File: src/rtl/display_pkg.sv
// display_pkg: scheduler states, segment codes and the display limit for agendador_display
package display_pkg;
  typedef enum logic [1:0] {IDLE, CONVERTE, ESCREVE, MOSTRA} estado_t;
  localparam logic [6:0] SEG_DIGITO [0:9] = '{
    7'b1000000, 7'b1111001, 7'b0100100, 7'b0110000, 7'b0011001,
    7'b0010010, 7'b0000010, 7'b1111000, 7'b0000000, 7'b0010000
  };
  localparam logic [6:0] SEG_TRACO = 7'b0111111;
  localparam logic [6:0] SEG_APAGADO = 7'b1111111;
  localparam int LIMITE_DISPLAY = 9999;
  function automatic logic [6:0] seg_digito(input logic [3:0] d);
    return d > 4'd9 ? SEG_TRACO : SEG_DIGITO[d];
  endfunction
endpackage

File: src/rtl/agendador_display_if.sv
// agendador_display_if: two value sources (valor/valido) in; HEX3..HEX0, fonte_ativa, ocupado out
interface agendador_display_if;
  logic [15:0] valor_a;
  logic valido_a;
  logic [15:0] valor_b;
  logic valido_b;
  logic [6:0] HEX3;
  logic [6:0] HEX2;
  logic [6:0] HEX1;
  logic [6:0] HEX0;
  logic fonte_ativa;
  logic ocupado;
  modport master (output valor_a, valido_a, valor_b, valido_b, input HEX3, HEX2, HEX1, HEX0, fonte_ativa, ocupado);
  modport slave (input valor_a, valido_a, valor_b, valido_b, output HEX3, HEX2, HEX1, HEX0, fonte_ativa, ocupado);
endinterface

File: src/rtl/conversor_bcd.sv
// conversor_bcd: 16-step double dabble; inicio loads valor (doing step 1), pronto pulses after step 16, bcd = 5 digits
module conversor_bcd (
  input  logic        clock,
  input  logic        reset,
  input  logic        inicio,
  input  logic [15:0] valor,
  output logic        pronto,
  output logic [19:0] bcd
);
  logic [35:0] sr;
  logic [3:0] passo;
  logic ativo;
  logic [19:0] ajustado;
  always_comb begin
    ajustado = sr[35:16];
    for (int i = 0; i < 5; i++)
      ajustado[4*i +: 4] = sr[16+4*i +: 4] >= 4'd5 ? sr[16+4*i +: 4] + 4'd3 : sr[16+4*i +: 4];
  end
  always_ff @(posedge clock)
    if (reset) begin
      sr <= '0;
      passo <= '0;
      ativo <= 1'b0;
      pronto <= 1'b0;
    end else if (inicio) begin
      sr <= {19'd0, valor, 1'b0};
      passo <= 4'd1;
      ativo <= 1'b1;
      pronto <= 1'b0;
    end else if (ativo) begin
      sr <= {ajustado[18:0], sr[15:0], 1'b0};
      passo <= passo + 4'd1;
      pronto <= passo == 4'd15;
      ativo <= passo != 4'd15;
    end else
      pronto <= 1'b0;
  assign bcd = sr[35:16];
endmodule

File: src/rtl/agendador_display.sv
// agendador_display: time-shares HEX3..HEX0 between sources A/B with a dwell period; ports clock, reset, bus (slave)
module agendador_display
  import display_pkg::*;
#(
  parameter int DWELL_CYCLES = 50_000_000
) (
  input logic clock,
  input logic reset,
  agendador_display_if.slave bus
);
  localparam int CW = DWELL_CYCLES > 2 ? $clog2(DWELL_CYCLES) : 1;
  estado_t estado;
  logic [15:0] guarda_a, guarda_b, instantaneo, valor_conv;
  logic tem_a, tem_b, pend_a, pend_b, fonte, ocupado;
  logic [CW-1:0] conta;
  logic [27:0] imagem;
  logic inicio, alvo, expira, outra_tem, pend_atual, pronto, traco;
  logic [19:0] bcd;
  conversor_bcd conv (.clock(clock), .reset(reset), .inicio(inicio), .valor(valor_conv), .pronto(pronto), .bcd(bcd));
  always_comb begin
    expira = conta == CW'(DWELL_CYCLES - 1);
    outra_tem = fonte ? tem_a : tem_b;
    pend_atual = fonte ? pend_b : pend_a;
    inicio = estado == IDLE ? (tem_a | tem_b) : estado == MOSTRA ? (pend_atual | (expira & outra_tem)) : 1'b0;
    alvo = estado == IDLE ? !tem_a : (estado == MOSTRA && expira && outra_tem) ? !fonte : fonte;
    valor_conv = alvo ? guarda_b : guarda_a;
    traco = bcd[19:16] != 4'd0 || instantaneo > 16'(LIMITE_DISPLAY);
  end
  always_ff @(posedge clock)
    if (reset) begin
      estado <= IDLE;
      guarda_a <= '0;
      guarda_b <= '0;
      instantaneo <= '0;
      tem_a <= 1'b0;
      tem_b <= 1'b0;
      pend_a <= 1'b0;
      pend_b <= 1'b0;
      fonte <= 1'b0;
      ocupado <= 1'b0;
      conta <= '0;
      imagem <= {4{SEG_APAGADO}};
    end else begin
      if (bus.valido_a) guarda_a <= bus.valor_a;
      if (bus.valido_b) guarda_b <= bus.valor_b;
      tem_a <= tem_a | bus.valido_a;
      tem_b <= tem_b | bus.valido_b;
      // a strobe landing on the entry edge survives the clear, so it is reconverted later
      pend_a <= (pend_a & !(inicio & !alvo)) | bus.valido_a;
      pend_b <= (pend_b & !(inicio & alvo)) | bus.valido_b;
      if (inicio) begin
        estado <= CONVERTE;
        fonte <= alvo;
        instantaneo <= valor_conv;
        conta <= '0;
        ocupado <= 1'b1;
      end else
        case (estado)
          CONVERTE: if (pronto) begin
            estado <= ESCREVE;
            ocupado <= 1'b0;
            imagem <= traco ? {4{SEG_TRACO}} :
              {seg_digito(bcd[15:12]), seg_digito(bcd[11:8]), seg_digito(bcd[7:4]), seg_digito(bcd[3:0])};
          end
          ESCREVE: estado <= MOSTRA;
          MOSTRA: conta <= expira ? '0 : conta + 1'b1;
          default: ;
        endcase
    end
  assign bus.HEX3 = imagem[27:21];
  assign bus.HEX2 = imagem[20:14];
  assign bus.HEX1 = imagem[13:7];
  assign bus.HEX0 = imagem[6:0];
  assign bus.fonte_ativa = fonte;
  assign bus.ocupado = ocupado;
endmodule

File: src/flat_wrapper.sv
// flat-port wrapper written by rule: the top's interface ports become plain ports
module agendador_display_flat import display_pkg::*;
#(
  parameter int DWELL_CYCLES = 50_000_000
)
  (clock, reset, bus_valor_a, bus_valido_a, bus_valor_b, bus_valido_b, bus_HEX3, bus_HEX2, bus_HEX1, bus_HEX0, bus_fonte_ativa, bus_ocupado);
  agendador_display_if bus_i ();
  input logic clock;
  input logic reset;
  input wire logic [$bits(bus_i.valor_a)-1:0] bus_valor_a;
  input wire logic [$bits(bus_i.valido_a)-1:0] bus_valido_a;
  input wire logic [$bits(bus_i.valor_b)-1:0] bus_valor_b;
  input wire logic [$bits(bus_i.valido_b)-1:0] bus_valido_b;
  output wire logic [$bits(bus_i.HEX3)-1:0] bus_HEX3;
  output wire logic [$bits(bus_i.HEX2)-1:0] bus_HEX2;
  output wire logic [$bits(bus_i.HEX1)-1:0] bus_HEX1;
  output wire logic [$bits(bus_i.HEX0)-1:0] bus_HEX0;
  output wire logic [$bits(bus_i.fonte_ativa)-1:0] bus_fonte_ativa;
  output wire logic [$bits(bus_i.ocupado)-1:0] bus_ocupado;
  assign bus_i.valor_a = bus_valor_a;
  assign bus_i.valido_a = bus_valido_a;
  assign bus_i.valor_b = bus_valor_b;
  assign bus_i.valido_b = bus_valido_b;
  assign bus_HEX3 = bus_i.HEX3;
  assign bus_HEX2 = bus_i.HEX2;
  assign bus_HEX1 = bus_i.HEX1;
  assign bus_HEX0 = bus_i.HEX0;
  assign bus_fonte_ativa = bus_i.fonte_ativa;
  assign bus_ocupado = bus_i.ocupado;
  agendador_display #(.DWELL_CYCLES(DWELL_CYCLES)) u_core (.clock(clock), .reset(reset), .bus(bus_i));
endmodule
File: config.mk
export PLATFORM = sky130hd
export DESIGN_NAME = agendador_display_flat
export DESIGN_NICKNAME = d
export VERILOG_FILES = /design/src/rtl/display_pkg.sv /design/src/rtl/agendador_display_if.sv /design/src/rtl/conversor_bcd.sv /design/src/rtl/agendador_display.sv /design/src/flat_wrapper.sv
export SDC_FILE = /design/constraint.sdc
export NUM_CORES = 1
export LEC_CHECK = 0
export CELL_PAD_IN_SITES_DETAIL_PLACEMENT = 0
export CELL_PAD_IN_SITES_GLOBAL_PLACEMENT = 1
export CORE_AREA = 2 2 127 129
export CTS_CLUSTER_DIAMETER = 30
export DETAILED_ROUTE_END_ITERATION = 10
export DIE_AREA = 0 0 129 131
export MAX_ROUTING_LAYER = met4
export PLACE_DENSITY_LB_ADDON = 0.1
export SLEW_MARGIN = 20
export SYNTH_ARGS = -nofsm -noshare
export SYNTH_HDL_FRONTEND = slang
export SYNTH_SLANG_ARGS = --single-unit
File: constraint.sdc
create_clock -name clock -period 4.7 [get_ports clock]
set_input_delay 0.47 -clock clock [delete_from_list [all_inputs] [get_ports clock]]
set_output_delay 0.47 -clock clock [all_outputs]
set_load 0.03 [all_outputs]
==> flow_summary.yaml, run 1 <==
timing:
  rsz0062_at_grt: "no"
  skew_ns: 0.00808
  slew_headroom: 0.315
  period_minus_slack_ns: 2.87
  worstMarginPinSlew_ns: 1.02
  period_share: 0.610
  tns_ns: 0
  setup_viol: 0
  hold_viol_final: 0
  max_freq_mhz: 349
  maxSlewViolCount: 0
power:
  p_int_mw: 2.26
  power_frac_seq: 0.444
  p_sw_uw: 760
  ir_worst_vdd_uv: 246
  clkPwrFrac: 0.458
  powerDensity_nw_per_um2: 352
  leakage_nw: 3.18
  comb_power_share: 0.098
  switching_share: 0.252
place:
  place_congestion: 0.886
  io_buffers: 65
  dp_cells: 1048
  hpwlAfterDp_um: 11700
drt:
  antenna_left: 0
  drtIter0Drc: 412
  vias: 6055
  viasPerCell: 5.61
  drcViolationCount: 0
  drt-total-wl_um: 17100
  drtPass1Iterations: 5
  wl_per_cell_um: 15.8
status:
  status: "finished clean"
logic_synthesis:
  synth_area_leaders: "dfxtp_1 40%, mux2i_1 6.2%, nor2_1 5.5%"
  ys_seq_elements: 147
  netlist.area_leader.share: 0.402
  synth_async_sr_flop_share: 0
  syn-num-nets: 881
  yosys.area.top_type: "dfxtp_1"
  ys_warn_count: 0
  synth_edf_count: 0
  syn-cell-area_um2: 7320
  ys_types: 64
  synth_flop_cell: "dfxtp_1"
  ys_seq_area_frac: 0.402
  syn_area_per_cell_um2: 8.92
  syn_inst: 820
worst_hold_path:
  holdCritStartpoint: "u_core.imagem[7]"
  min_to: "u_core.imagem[7]"
  hold_path_depth: 1
  hold_path_class: "flip-flop to flip-flop"
final_layout:
  layout-drive-gt1-share: 0.0949
  fill_cells: 1406
  fin_nets: 912
  instances_no_fill: 1080
  area_delta_synth_final_pct: 17.4
  n_antenna_cell: 0
cts:
  cts-root-buf: "clkbuf_16"
  cts-buffers-inserted: 17
  cts_resized: 0
  cts_setup_buffers: 0
  hold_buffers: 0
  clock-sinks: 147
  clockBufferDepth: 2
  clock_latency_ns: 0.43
  path_clk_slew_ns: 0.06
  h-tree-depth: 4
  cts_tree: "built"
worst_setup_path:
  critPathArrivalTime_ns: 3.22
  timing.rr.start: "u_core.estado[1]"
  critPathKind: "flip-flop to flip-flop"
  cp.required_ns: 5.05
  path_delay_family: "simple AND/OR/NAND/NOR gates"
  crit_fanout: 31
  r2r_cells: 5
  r2r_slack_ns: 1.83
  path_cells: "nor3b_1 -> a211o_2 -> a21oi_4 -> nand2_1 -> nor2_1"
  r2r_end: "u_core.conta[11]"
  crit_path_end_kind: "flip-flop"
  slowest_delay_ns: 0.70
  crit_buf_inv: 0
  cp-start-kind: "flip-flop"
  cp_slowest_cell: "nand2_1"
global_routing:
  track_usage: 0.217
  grt_max_degree: 53
  grt_pass1_wl_um: 28100
  grt_overflow_total: 0
  antenna_found_initial: 0
  grt_pass1_vias: 5634
floorplan:
  fp.dieArea_um2: 16900
  start_util: 0.469
  row_count: 46
  core-area_um2: 15600
  ioPinCount: 66
  die_y_um: 131
  fp.dieW_um: 129
run:
  maxCapViolCount: 0
logic make-up after synthesis:
family / share of synthesized area
buffers and inverters: 0.0486
AOI/OAI and AO/OA: 0.184
adders and majority gates: 0.0427
muxes: 0.0615
DFF: 0.402
xor gates and xnor gates: 0.0407
and+or+nand+nor: 0.221
worst max-delay path by stage:
stage	start	to	cells past startpoint	slack (ns)
CTS	u_core.estado[1]	u_core.conta[11]	5	1.79
finish	u_core.estado[1]	u_core.conta[11]	5	1.83
floorplan	u_core.conta[0]	u_core.conv.sr[10]	8	2.70
global route	u_core.estado[1]	u_core.conta[21]	5	1.52
detailed placement	u_core.estado[1]	u_core.conta[21]	5	1.83
global placement	u_core.estado[1]	u_core.conv.sr[1]	5	2.01
synthesized netlist by cell type, types with 12 or more instances:
| library cell | count |
|---|---|
| dfxtp_1 | 147 |
| nor2_1 | 108 |
| mux2i_1 | 45 |
| nand2_1 | 45 |
| a21oi_1 | 42 |
| nand3_1 | 40 |
| a31oi_1 | 30 |
| clkbuf_1 | 30 |
| o21ai_0 | 27 |
| ha_1 | 25 |
| o211ai_1 | 21 |
| xnor2_1 | 21 |
| inv_1 | 19 |
| buf_2 | 17 |
| nand4b_1 | 17 |
| o311ai_0 | 14 |
| nand2b_1 | 13 |
| xor2_1 | 13 |
| or2_2 | 12 |
per-stage QoR:
step / cell area [um2] / utilization / setup WS (ns) / total power, mW / hold WS, ns
2_1_floorplan: 7320 / - / 2.70 / 1.58 / 0.445
3_3_place_gp: 7980 / 0.512 / 2.01 / 1.65 / 0.449
6_report: 8590 / 0.551 / 1.83 / 3.02 / 0.463
5_1_grt: 8590 / 0.551 / 1.52 / 3.14 / 0.483
3_5_place_dp: 7980 / 0.512 / 1.83 / 1.66 / 0.455
4_1_cts: 8590 / 0.551 / 1.79 / 3.05 / 0.466
flip-flops by register name, summed over array words and instances, names as in the netlist:
register                cells
u_core.tem_b                1
u_core.pend_a               1
u_core.bus.fonte_ativa      1
u_core.instantaneo         12
u_core.guarda_a            16
u_core.pend_b               1
u_core.tem_a                1
u_core.conv.ativo           1
u_core.estado               2
u_core.imagem              28
u_core.guarda_b            16
u_core.conv.pronto          1
u_core.conv.passo           4
u_core.bus.ocupado          1
u_core.conta               26
u_core.conv.sr             35
cell type report:
cell class / count / area [um2] / share of cell area
inverter: 19 / 71.3 / 0.00830
sequential: 147 / 2940 / 0.343
clock buffer: 21 / 480 / 0.0559
clock inverter: 11 / 126 / 0.0147
multi-input combinational: 597 / 4020 / 0.468
tap: 216 / 270 / 0.0315
timing repair buffer: 69 / 676 / 0.0787
routing by layer:
metal	global-route usage	vias up	share of wire
met1	0.281	2897	0.48
met5	-	-	0
met2	0.333	115	0.46
li1	-	3014	-
met3	0.0476	29	0.035
met4	0.0831	0	0.023
cells in the final DEF (no fill, tap or decap), drive strengths merged, types with 13 or more instances in the layout:
cell type / Yosys / final
dfxtp: 147 / 147
nor2: 108 / 108
clkdlybuf4s50: 0 / 64
a21oi: 53 / 53
nand2: 46 / 46
mux2i: 45 / 45
nand3: 41 / 41
a31oi: 30 / 30
o21ai: 30 / 30
ha: 25 / 25
o211ai: 21 / 21
xnor2: 21 / 21
clkbuf: 30 / 21
inv: 19 / 20
nand4b: 17 / 17
o311ai: 16 / 16
or2: 16 / 16
nand4: 14 / 14
nand2b: 13 / 13
xor2: 13 / 13
power by group through the flow:
stage | combinational [mW] | clock (mW) | sequential (mW)
floorplan | 0.224 | 0 | 1.35
global placement | 0.288 | 0 | 1.37
detailed placement | 0.297 | 0 | 1.37
CTS | 0.297 | 1.41 | 1.34
global route | 0.326 | 1.47 | 1.35
finish | 0.297 | 1.38 | 1.34
Power figures use the tool's default switching activity.
==> run 2: changes to the inputs <==
Settings changed: CORE_AREA 2 2 127 129 to 2 2 132 134, DIE_AREA 0 0 129 131 to 0 0 134 136.
Clock period 4.7 ns to 2.65 ns, I/O delays scaled along.
==> flow_summary.yaml, run 2 (synthesized netlist as in run 1, its figures left out) <==
final_layout:
  n_antenna_cell: 0
  final_common_cell: "dfxtp_1"
  instances_no_fill: 1100
  largest_register_ff_count: 35
  area_delta_synth_final_pct: 19.6
  final_cell_mix: "147 x dfxtp_1, 107 x nor2_1, 64 x clkdlybuf4s50_1"
  top_regs: "u_core.conv.sr (35), u_core.imagem (28), u_core.conta (26)"
  fin_area_um2: 8750
  regMostFlops: "u_core.conv.sr"
  layout-drive-gt1-share: 0.105
  fin_nets: 923
global_routing:
  grt_max_degree: 32
  grt_use_met2: 0.346
  grt_overflow_total: 0
  grt_use_met1: 0.249
  grtUsageMet3: 0.0350
  grt_pass1_vias: 5841
  grt_pass1_wl_um: 29500
  antenna_found_initial: 0
  track_usage: 0.208
  grt-busiest-layer: "met2"
timing:
  skew_ns: 0.00775
  tns_ns: 0
  maxSlewViolCount: 0
  slew_headroom: 0.510
  hold_viol_final: 0
  max_freq_mhz: 404
  period_share: 0.934
  worstMarginPinSlew_ns: 0.731
  setup_viol: 0
  rsz0062_at_grt: "no"
  period_minus_slack_ns: 2.47
  fin_hold_ws_ns: 0.330
floorplan:
  fp.dieArea_um2: 18200
  start_util: 0.434
  row_count: 48
  core-area_um2: 16900
  die_y_um: 136
  fp.dieW_um: 134
  ioPinCount: 66
power:
  power_frac_seq: 0.421
  comb_power_share: 0.095
  switching_share: 0.237
  clkPwrFrac: 0.484
  totalPowerFinal_mw: 5.67
  p_int_mw: 4.33
  p_sw_mw: 1.34
  powerDensity_nw_per_um2: 648
  leakage_nw: 3.26
  ir_worst_vdd_uv: 423
worst_setup_path:
  critPathKind: "flip-flop to flip-flop"
  timing.rr.start: "u_core.estado[1]"
  crit_path_end_kind: "flip-flop"
  path_cells: "and4_2 -> nand4_4 -> o22ai_4 -> o311ai_0 -> a31oi_1"
  r2r_slack_ns: 0.18
  r2r_end: "u_core.conv.sr[13]"
  crit_fanout: 18
  cp-endpoint: "u_core.conv.sr[13]"
  cp.depth: 5
  cp.required_ns: 2.99
  path_delay_family: "compound AO/OA/AOI/OAI gates"
  timing.critical_path.from: "u_core.estado[1]"
  crit_buf_inv: 0
  critPathArrivalTime_ns: 2.82
  r2r_cells: 5
  cp-start-kind: "flip-flop"
  slowest_delay_ns: 0.62
  cp_slowest_cell: "dfxtp_1"
drt:
  wl_per_cell_um: 16.2
  vias: 6111
  drt-total-wl_um: 17900
  drcViolationCount: 0
  viasPerCell: 5.56
  drtPass1Iterations: 5
  drtIter0Drc: 315
  antenna_left: 0
cts:
  hold_buffers: 0
  clockBufferDepth: 2
  cts-root-buf: "clkbuf_16"
  cts_setup_buffers: 0
  cts_resized: 0
  cts_tree: "built"
  clock-sinks: 147
  cts-buffers-inserted: 17
  path_clk_slew_ns: 0.06
  clock_latency_ns: 0.42
  h-tree-depth: 4
place:
  place_congestion: 0.819
  hpwlAfterDp_um: 12300
  dp_cells: 1068
  placed_cell_area_um2: 8080
  io_buffers: 65
status:
  status: "finished clean"
worst_hold_path:
  hold_path_depth: 2
  hold_path_class: "input port to flip-flop"
run:
  maxCapViolCount: 0
==> run 2: changes by cell type in the layout (fill, tap and decap cells not counted), sizes merged <==
| cell | previous run | this run |
|---|---|---|
| clkinvlp | 1 | 2 |
| clkbuf | 21 | 19 |
| inv | 20 | 19 |
| bufinv | 2 | 6 |
| buf | 5 | 16 |
| clkinv | 7 | 5 |
==> run 2: layout make-up <==
type	instances	area [um2]
multi-input combinational	597	4020
sequential	147	2940
inverter	19	71.3
tap	225	282
timing repair buffer	80	758
clock buffer	19	443
fill	1566	8130
clock inverter	13	231
==> run 2: worst min path at each step <==
stage               slack (ns)                   to               from
finish                    0.33   u_core.guarda_b[4]              reset
global route              0.34  u_core.guarda_a[13]              reset
CTS                       0.32   u_core.guarda_b[4]              reset
detailed placement        0.45    u_core.imagem[20]  u_core.imagem[20]
global placement          0.45     u_core.imagem[0]   u_core.imagem[0]
floorplan                 0.41  u_core.guarda_a[10]    bus_valor_a[10]
==> run 2: power by group through the flow <==
stage | Combinational [mW] | Clock [mW] | Sequential (mW)
detailed placement | 0.542 | 0 | 2.43
global placement | 0.532 | 0 | 2.43
finish | 0.540 | 2.74 | 2.39
CTS | 0.543 | 2.79 | 2.39
global route | 0.598 | 2.88 | 2.40
floorplan | 0.397 | 0 | 2.40
==> run 2: per-layer routing <==
| layer | vias up | share of wire |
|---|---|---|
| met5 | - | 0 |
| met3 | 29 | 0.038 |
| met4 | 0 | 0.029 |
| li1 | 3030 | - |
| met2 | 152 | 0.49 |
| met1 | 2900 | 0.44 |
==> run 2: worst register-to-register path, cell delays in order (launching register included) <==
cell and delay, ns:
dfxtp_1 0.62, and4_2 0.40, nand4_4 0.32, o22ai_4 0.51
o311ai_0 0.32, a31oi_1 0.23
==> run 2: metrics by stage <==
stage	setup WS (ns)	utilization
finish	0.176	0.519
global route	0.00104	0.519
CTS	0.231	0.519
detailed placement	0.253	0.479
global placement	0.326	0.479
floorplan	0.649	-
==> run 3: changes to the inputs <==
--- a/config.mk
+++ b/config.mk
@@ -14,4 +14,5 @@
 export MAX_ROUTING_LAYER = met4
 export PLACE_DENSITY_LB_ADDON = 0.1
+export SKIP_LAST_GASP = 1
 export SLEW_MARGIN = 20
 export SYNTH_ARGS = -nofsm -noshare
==> constraint.sdc (replaced) <==
create_clock -name clock -period 2.65 [get_ports clock]
set_input_delay 0.53 -clock clock [delete_from_list [all_inputs] [get_ports clock]]
set_output_delay 0.53 -clock clock [all_outputs]
set_load 0.03 [all_outputs]
==> flow_summary.yaml, run 3 (synthesized netlist as in run 1, its figures left out) <==
run:
  maxCapViolCount: 0
worst_setup_path:
  crit_fanout: 18
  critPathKind: "flip-flop to flip-flop"
  slowest_delay_ns: 0.62
  critPathArrivalTime_ns: 2.64
  r2r_cells: 6
  cp_slowest_cell: "dfxtp_1"
  crit_path_end_kind: "flip-flop"
  r2r_slack_ns: 0.35
  timing.rr.start: "u_core.estado[1]"
  cp.required_ns: 2.99
  r2r_end: "u_core.conv.sr[9]"
  path_cells: "and4_2 -> nand4_4 -> o22ai_4 -> buf_12 -> o311ai_0 -> a31oi_1"
  cp-start-kind: "flip-flop"
place:
  dp_cells: 1068
  hpwlAfterDp_um: 12300
  placed_cell_area_um2: 8080
  place_congestion: 0.824
  io_buffers: 65
timing:
  fin_hold_ws_ns: 0.467
  hold_viol_final: 0
  skew_ns: 0.00736
  setup_viol: 0
  worstMarginPinSlew_ns: 0.753
  max_freq_mhz: 434
  slew_headroom: 0.494
  period_minus_slack_ns: 2.30
  period_share: 0.869
  tns_ns: 0
  maxSlewViolCount: 0
  rsz0062_at_grt: "no"
final_layout:
  instances_no_fill: 1102
  fin_area_um2: 8670
  top_regs: "u_core.conv.sr (35), u_core.imagem (28), u_core.conta (26)"
  largest_register_ff_count: 35
  final_common_cell: "dfxtp_1"
  regMostFlops: "u_core.conv.sr"
  fin_nets: 926
  area_delta_synth_final_pct: 18.5
  n_antenna_cell: 0
  layout-drive-gt1-share: 0.106
  final_cell_mix: "147 x dfxtp_1, 107 x nor2_1, 64 x clkdlybuf4s50_1"
cts:
  h-tree-depth: 4
  clock_latency_ns: 0.42
  cts-root-buf: "clkbuf_16"
  clock-sinks: 147
  cts_resized: 0
  cts_tree: "built"
  path_clk_slew_ns: 0.06
  clockBufferDepth: 2
  cts-buffers-inserted: 17
drt:
  drtIter0Drc: 294
  wl_per_cell_um: 16.3
  vias: 6053
  antenna_left: 0
  drtPass1Iterations: 4
  drcViolationCount: 0
  viasPerCell: 5.49
  drt-total-wl_um: 17900
floorplan:
  start_util: 0.434
  ioPinCount: 66
  fp.dieArea_um2: 18200
  fp.dieW_um: 134
  core-area_um2: 16900
  row_count: 48
  die_y_um: 136
global_routing:
  grt_max_degree: 32
  grt_pass1_vias: 5867
  grt_overflow_total: 0
  grt_pass1_wl_um: 29500
  antenna_found_initial: 0
  track_usage: 0.208
worst_hold_path:
  hold_path_depth: 1
  holdCritStartpoint: "u_core.imagem[20]"
  min_to: "u_core.imagem[20]"
  hold_path_class: "flip-flop to flip-flop"
power:
  leakage_nw: 3.21
  totalPowerFinal_mw: 5.18
  powerDensity_nw_per_um2: 597
  ir_worst_vdd_uv: 469
status:
  status: "finished clean"
## run 3: cell types whose count changed in the layout (fill, tap and decap cells not counted)
cell	delta
clkinv_2	+3
clkinv_4	-3
clkbuf_1	+1
clkbuf_8	+1
buf_12	+2
clkinvlp_4	+2
buf_4	+1
bufinv_16	-5
## run 3: metrics by stage
stage / util / worst slack (ns)
after global routing: 0.514 / 0.137
after detailed placement: 0.479 / 0.234
final: 0.514 / 0.347
after CTS: 0.511 / 0.202
after global placement: 0.479 / 0.325
after floorplan: - / 0.649
## run 3: layer usage
layer | up-vias | wire length [um] | GRT usage
met1 | 2885 | 8040 | 0.249
met4 | 0 | 301 | 0.0680
li1 | 3033 | - | -
met2 | 112 | 9000 | 0.354
met3 | 23 | 592 | 0.0399
met5 | - | 0 | -
## run 3: final cells by class
class | count | area, um2
Sequential cell | 147 | 2940
Clock inverter | 10 | 85.1
Timing Repair Buffer | 83 | 806
Clock buffer | 21 | 460
Fill cell | 1581 | 8210
Inverter | 19 | 71.3
Tap cell | 225 | 282
Multi-Input combinational cell | 597 | 4020
## run 3: worst max path at each step
stage | start | end | slack (ns) | cells after the start
floorplan | u_core.conta[0] | u_core.conv.sr[10] | 0.65 | 8
global placement | u_core.estado[1] | u_core.pend_b | 0.32 | 5
detailed placement | u_core.estado[1] | u_core.conv.sr[9] | 0.23 | 5
CTS | u_core.estado[1] | u_core.conv.sr[15] | 0.20 | 5
global route | u_core.estado[1] | u_core.conv.sr[9] | 0.14 | 6
finish | u_core.estado[1] | u_core.conv.sr[9] | 0.35 | 6
## run 3: critical path: cells and delay by family, from the launching register on
kind / cells / cell delay (ns)
flops: 1 / 0.62
compound gates: 3 / 0.70
simple gates: 2 / 0.74
buf+inv: 1 / 0.17
## run 3: timing repair
| action | in CTS | in global routing |
|---|---|---|
| setup endpoints to repair | 0 | 2 |
| endpoints found under the hold margin | 0 | 0 |
| hold buffers | 0 | 0 |
| setup buffers | 0 | 3 |
## run 3: power breakdown
group | switching, mW | total [mW] | internal, mW | leakage, nW
clock | 0.915 | 2.24 | 1.32 | 0.261
combinational | 0.312 | 0.554 | 0.242 | 1.76
sequential | 0.0837 | 2.39 | 2.30 | 1.20
==> variant 1 (config.mk and constraints of run 1) <==
`DWELL_CYCLES` is set to 50_000_000 in 2 places; all go to 12_500_000.
--- a/src/rtl/agendador_display.sv
+++ b/src/rtl/agendador_display.sv
@@ -2,7 +2,7 @@
 module agendador_display
   import display_pkg::*;
 #(
-  parameter int DWELL_CYCLES = 50_000_000
+  parameter int DWELL_CYCLES = 12_500_000
 ) (
   input logic clock,
   input logic reset,
--- a/src/flat_wrapper.sv
+++ b/src/flat_wrapper.sv
@@ -1,7 +1,7 @@
 // flat-port wrapper written by rule: the top's interface ports become plain ports
 module agendador_display_flat import display_pkg::*;
 #(
-  parameter int DWELL_CYCLES = 50_000_000
+  parameter int DWELL_CYCLES = 12_500_000
 )
   (clock, reset, bus_valor_a, bus_valido_a, bus_valor_b, bus_valido_b, bus_HEX3, bus_HEX2, bus_HEX1, bus_HEX0, bus_fonte_ativa, bus_ocupado);
   agendador_display_if bus_i ();
Check against the original RTL: no difference found for any inputs over 4 cycles, from zero or initial values and one cycle with reset high; that may be too few to reach the edited logic, so the function may still have changed.
==> variant 1 against run 1 <==
- die area stayed put
- clock power is 8% lower
- total power is 4.2% lower
- cell area is 5.6% lower
- setup slack worse by 88 ps
- wire length is 3.7% lower
- sequential cell count is 2 lower
- area after synthesis is 7.0% lower
- largest cell class unchanged
- largest power group is now registers
==> variant 1: results (changes against run 1) <==
- Post-DR wirelength/cell: 15.5 um (-2.2%)
- CP peak stage delay: 800 ps (+100 ps)
- Maximum vdd drop: 0.266 mV (+8.2%)
- Adder-cell share of the synthesized area: 4.60% (+0.32 points)
- CP max stage cell: nand3_1
- Synth top area cells: dfxtp_1, mux2i_1, nor2_1
- Status: completed
- Detailed Place HPWL: 10,800 um (-7.7%)
- First-pass GRT wire length: 27,700 um (-1.2%)
- Pre-CTS WS: 1740 ps (-93.0 ps)
- Total number of vias: 5,845 (-3.5%)
- Maximum fanout along the worst path: 18 (-42%)
- Xor/xnor cell area share of the yosys netlist: 3.99% (-0.079 points)
- Cell variety after synth: 51 (-20%)
- Placed insts: 1,031 (-1.6%)
- Syn_area_per_cell: 8.52 sq um (-4.6%)
- Post-DR vias/cell: 5.50 (-1.9%)
- Vias in the first global route: 5,717 (+1.5%)
- Largest regs: u_core.conv.sr (35), u_core.imagem (28), u_core.conta (24)
- Placement Cell Area: 7560 sq um (-5.3%)
- Pleak: 2.99 nW (-5.9%)
- Layout Skew: 6.11 ps (-1.97 ps)
- Share of cells above drive strength 1: 5.79% (-3.7 points)
- Compound-gate portion of the synthesized area: 17.7% (-0.64 points)
- Final #Nets: 895 (-1.9%)
- Slew HR: 29.8% (-1.6 points)
- Net Count, Synth: 860 (-2.4%)
==> variant 1: cell count changes in the layout (fill, tap and decap cells not counted), sizes merged, moves of 16 or more <==
cell and change:
o211ai -19, o311ai -16, o22ai +26, a311oi +16
a211oi +19, o21ai +21
==> variant 1: layer usage <==
| layer | track usage, % | share of wire [%] | vias to the layer above |
|---|---|---|---|
| met4 | 7.42 | 1.6 | 0 |
| met2 | 34.8 | 48 | 124 |
| met1 | 25.9 | 47 | 2768 |
| li1 | - | - | 2929 |
| met5 | - | 0 | - |
| met3 | 3.83 | 3.7 | 24 |
==> variant 1: logic make-up after synthesis <==
family                   count (synthesis)
flip-flops                             145
multiplexers                            48
XOR/XNOR                                31
buffers and inverters                   76
adder cells (fa/ha/maj)                 25
AO/OA/AOI/OAI                          191
AND/OR/NAND/NOR                        283
==> variant 1: final timing paths <==
path / from / end / slack [ps] / cells past startpoint
setup reg to reg: u_core.estado[1] / u_core.conv.sr[14] / 1740 / 5
hold reg to reg: u_core.imagem[13] / u_core.imagem[13] / 470 / 1
setup / recovery: u_core.estado[1] / u_core.conv.sr[14] / 1740 / 5
hold / removal: u_core.imagem[13] / u_core.imagem[13] / 470 / 1
==> variant 1: stage by stage <==
| stage | power (mW) | utilization [%] |
|---|---|---|
| CTS | 2.93 | 52.0 |
| global placement | 1.64 | 48.4 |
| global route | 3.02 | 52.0 |
| floorplan | 1.55 | - |
| detailed placement | 1.65 | 48.5 |
| finish | 2.90 | 52.0 |
==> variant 1: final cells by class <==
cell class / count / area, sq um
flip-flops and latches: 145 / 2900
fillers: 1499 / 7490
inverters: 20 / 75.1
multi-input cells: 578 / 3610
repair buffers: 72 / 693
well taps: 216 / 270
clock buffers: 19 / 443
clock inverters: 13 / 114
==> variant 1: where the power goes <==
group | internal [mW] | total (mW) | switching, mW | leakage [nW]
clock | 0.740 | 1.27 | 0.531 | 0.261
sequential | 1.28 | 1.32 | 0.0388 | 1.18
combinational | 0.125 | 0.307 | 0.182 | 1.55
total | 2.14 | 2.90 | 0.752 | 2.99
==> variant 1: worst register-to-register path, cell delays in order (launching register included) <==
cell and delay [ps]:
dfxtp_1 490, nand2_1 220, nor4_1 790, nand3_1 800, nand3_1 380, a311oi_1 120
==> variant 2 (config.mk and constraints of run 1) <==
Without the edit above. Make the reset (`reset`) asynchronous in 2 clocked blocks.
--- a/src/rtl/conversor_bcd.sv
+++ b/src/rtl/conversor_bcd.sv
@@ -16,7 +16,7 @@
     for (int i = 0; i < 5; i++)
       ajustado[4*i +: 4] = sr[16+4*i +: 4] >= 4'd5 ? sr[16+4*i +: 4] + 4'd3 : sr[16+4*i +: 4];
   end
-  always_ff @(posedge clock)
+  always_ff @(posedge clock or posedge reset)
     if (reset) begin
       sr <= '0;
       passo <= '0;
--- a/src/rtl/agendador_display.sv
+++ b/src/rtl/agendador_display.sv
@@ -26,7 +26,7 @@
     valor_conv = alvo ? guarda_b : guarda_a;
     traco = bcd[19:16] != 4'd0 || instantaneo > 16'(LIMITE_DISPLAY);
   end
-  always_ff @(posedge clock)
+  always_ff @(posedge clock or posedge reset)
     if (reset) begin
       estado <= IDLE;
       guarda_a <= '0;
Formal check against the unedited RTL: differs if reset is asserted again (counterexample within 4 cycles, from zero or initial values and one cycle with reset high); with reset held inactive, the same outputs for 10 cycles.
==> variant 2 against run 1 <==
- area after synthesis increased by 3.2%
- setup slack improved by 51 ps
- core utilization is 1.8 points higher
- global-route usage decreased by 1.1 points
- sequential share of layout area increased by 7.6 points
- sequential cell count did not move
- wire length down 4.8%
- highest routed layer unchanged
- cell area is 3.3% higher
- critical endpoint is now u_core.conv.sr[13]
Power is not compared: it rests on default switching activity, and its combinational part moved more than twofold at a synthesized area within 25%.
==> variant 2: results (changes against run 1) <==
- Post-DR vias/cell: 5.56 (-0.81%)
- Met3 WL: 580 um (-2.0%)
- GRT met1 Usage: 28.3% (+0.16 points)
- CP max stage cell: nor4_4
- Maximum fanout along the worst path: 49 (+58%)
- FFs w/ async S/R, synth: 100% (+100 points)
- Register area share after synthesis: 49.2% (+9.0 points)
- Final WL: 16,300 um (-4.8%)
- Filler Cells Inserted: 1,399 (-0.50%)
- First-pass GRT wire length: 27,000 um (-4.0%)
- Layout Skew: 7.45 ps (-0.628 ps)
- Final #Nets: 875 (-4.1%)
- Arr. time, crit path: 3160 ps (-60 ps)
- Net Count, Synth: 831 (-5.7%)
- Share of cells above drive strength 1: 13.8% (+4.3 points)
- Least-Margin Pin Slew: 1090 ps (+68.0 ps)
- Vias in the first global route: 5,469 (-2.9%)
- Detailed Place HPWL: 10,600 um (-8.8%)
- Pre-Repair DR Iteration Count: 4 (-1)
- Synth top area cells: dfrtp_1, dfstp_2, mux2_2
- Tot GR Track Use: 20.6% (-1.1 points)
- Status: completed
- Cell variety after synth: 58 (-9.4%)
- Detailed Route Iter0 Violations: 375 (-9.0%)
- Met3 GRT Util: 3.99% (-0.77 points)
- Largest net degree at the start of global routing: 122 (+130%)
- Pre-CTS WS: 1910 ps (+78.4 ps)
- Met1 WL: 7980 um (-2.4%)
- Gpl congestion: 0.803 (-9.4%)
-- variant 2: cell count changes in the layout (fill, tap and decap cells not counted), moves of 23 or more --
cell,run 1,this run
dfxtp_1,147,0
dfrtp_1,0,118
nor2_1,107,63
mux2i_1,45,11
mux2_2,0,32
dfstp_2,0,28
o21ai_0,27,50
-- variant 2: cell type report --
| class | count | share of cell area, % |
|---|---|---|
| Clock buffer | 24 | 5.67 |
| Clock inverter | 8 | 0.592 |
| Inverter | 36 | 1.61 |
| Multi-Input combinational cell | 542 | 39.5 |
| Sequential cell | 147 | 41.9 |
| Tap cell | 216 | 3.04 |
| Timing Repair Buffer | 70 | 7.75 |
-- variant 2: worst paths after layout --
kind / from / end / slack, ps / depth (start not counted)
max: u_core.conta[8] / u_core.conv.sr[13] / 1880 / 6
min: u_core.imagem[13] / u_core.imagem[13] / 480 / 2
max reg2reg: u_core.conta[8] / u_core.conv.sr[13] / 1880 / 6
min reg2reg: u_core.imagem[13] / u_core.imagem[13] / 480 / 2
max in group asynchronous: reset / u_core.imagem[15] / 3210 / 3
min in group asynchronous: reset / u_core.conta[0] / 630 / 2
-- variant 2: cells by family after synthesis --
family                   synth area share, %
multiplexers                            6.23
adder cells (fa/ha/maj)                 4.14
AO/OA/AOI/OAI                           17.2
buffers and inverters                   4.49
AND/OR/NAND/NOR                         16.6
flip-flops                              49.2
XOR/XNOR                                2.09
-- variant 2: stage by stage --
step / util (%) / cell area, sq um / instances
floorplan: - / 7550 / 770
global placement: 53.3 / 8320 / 1011
detailed placement: 53.3 / 8320 / 1011
CTS: 56.9 / 8870 / 1043
global route: 56.9 / 8880 / 1043
finish: 56.9 / 8880 / 1043
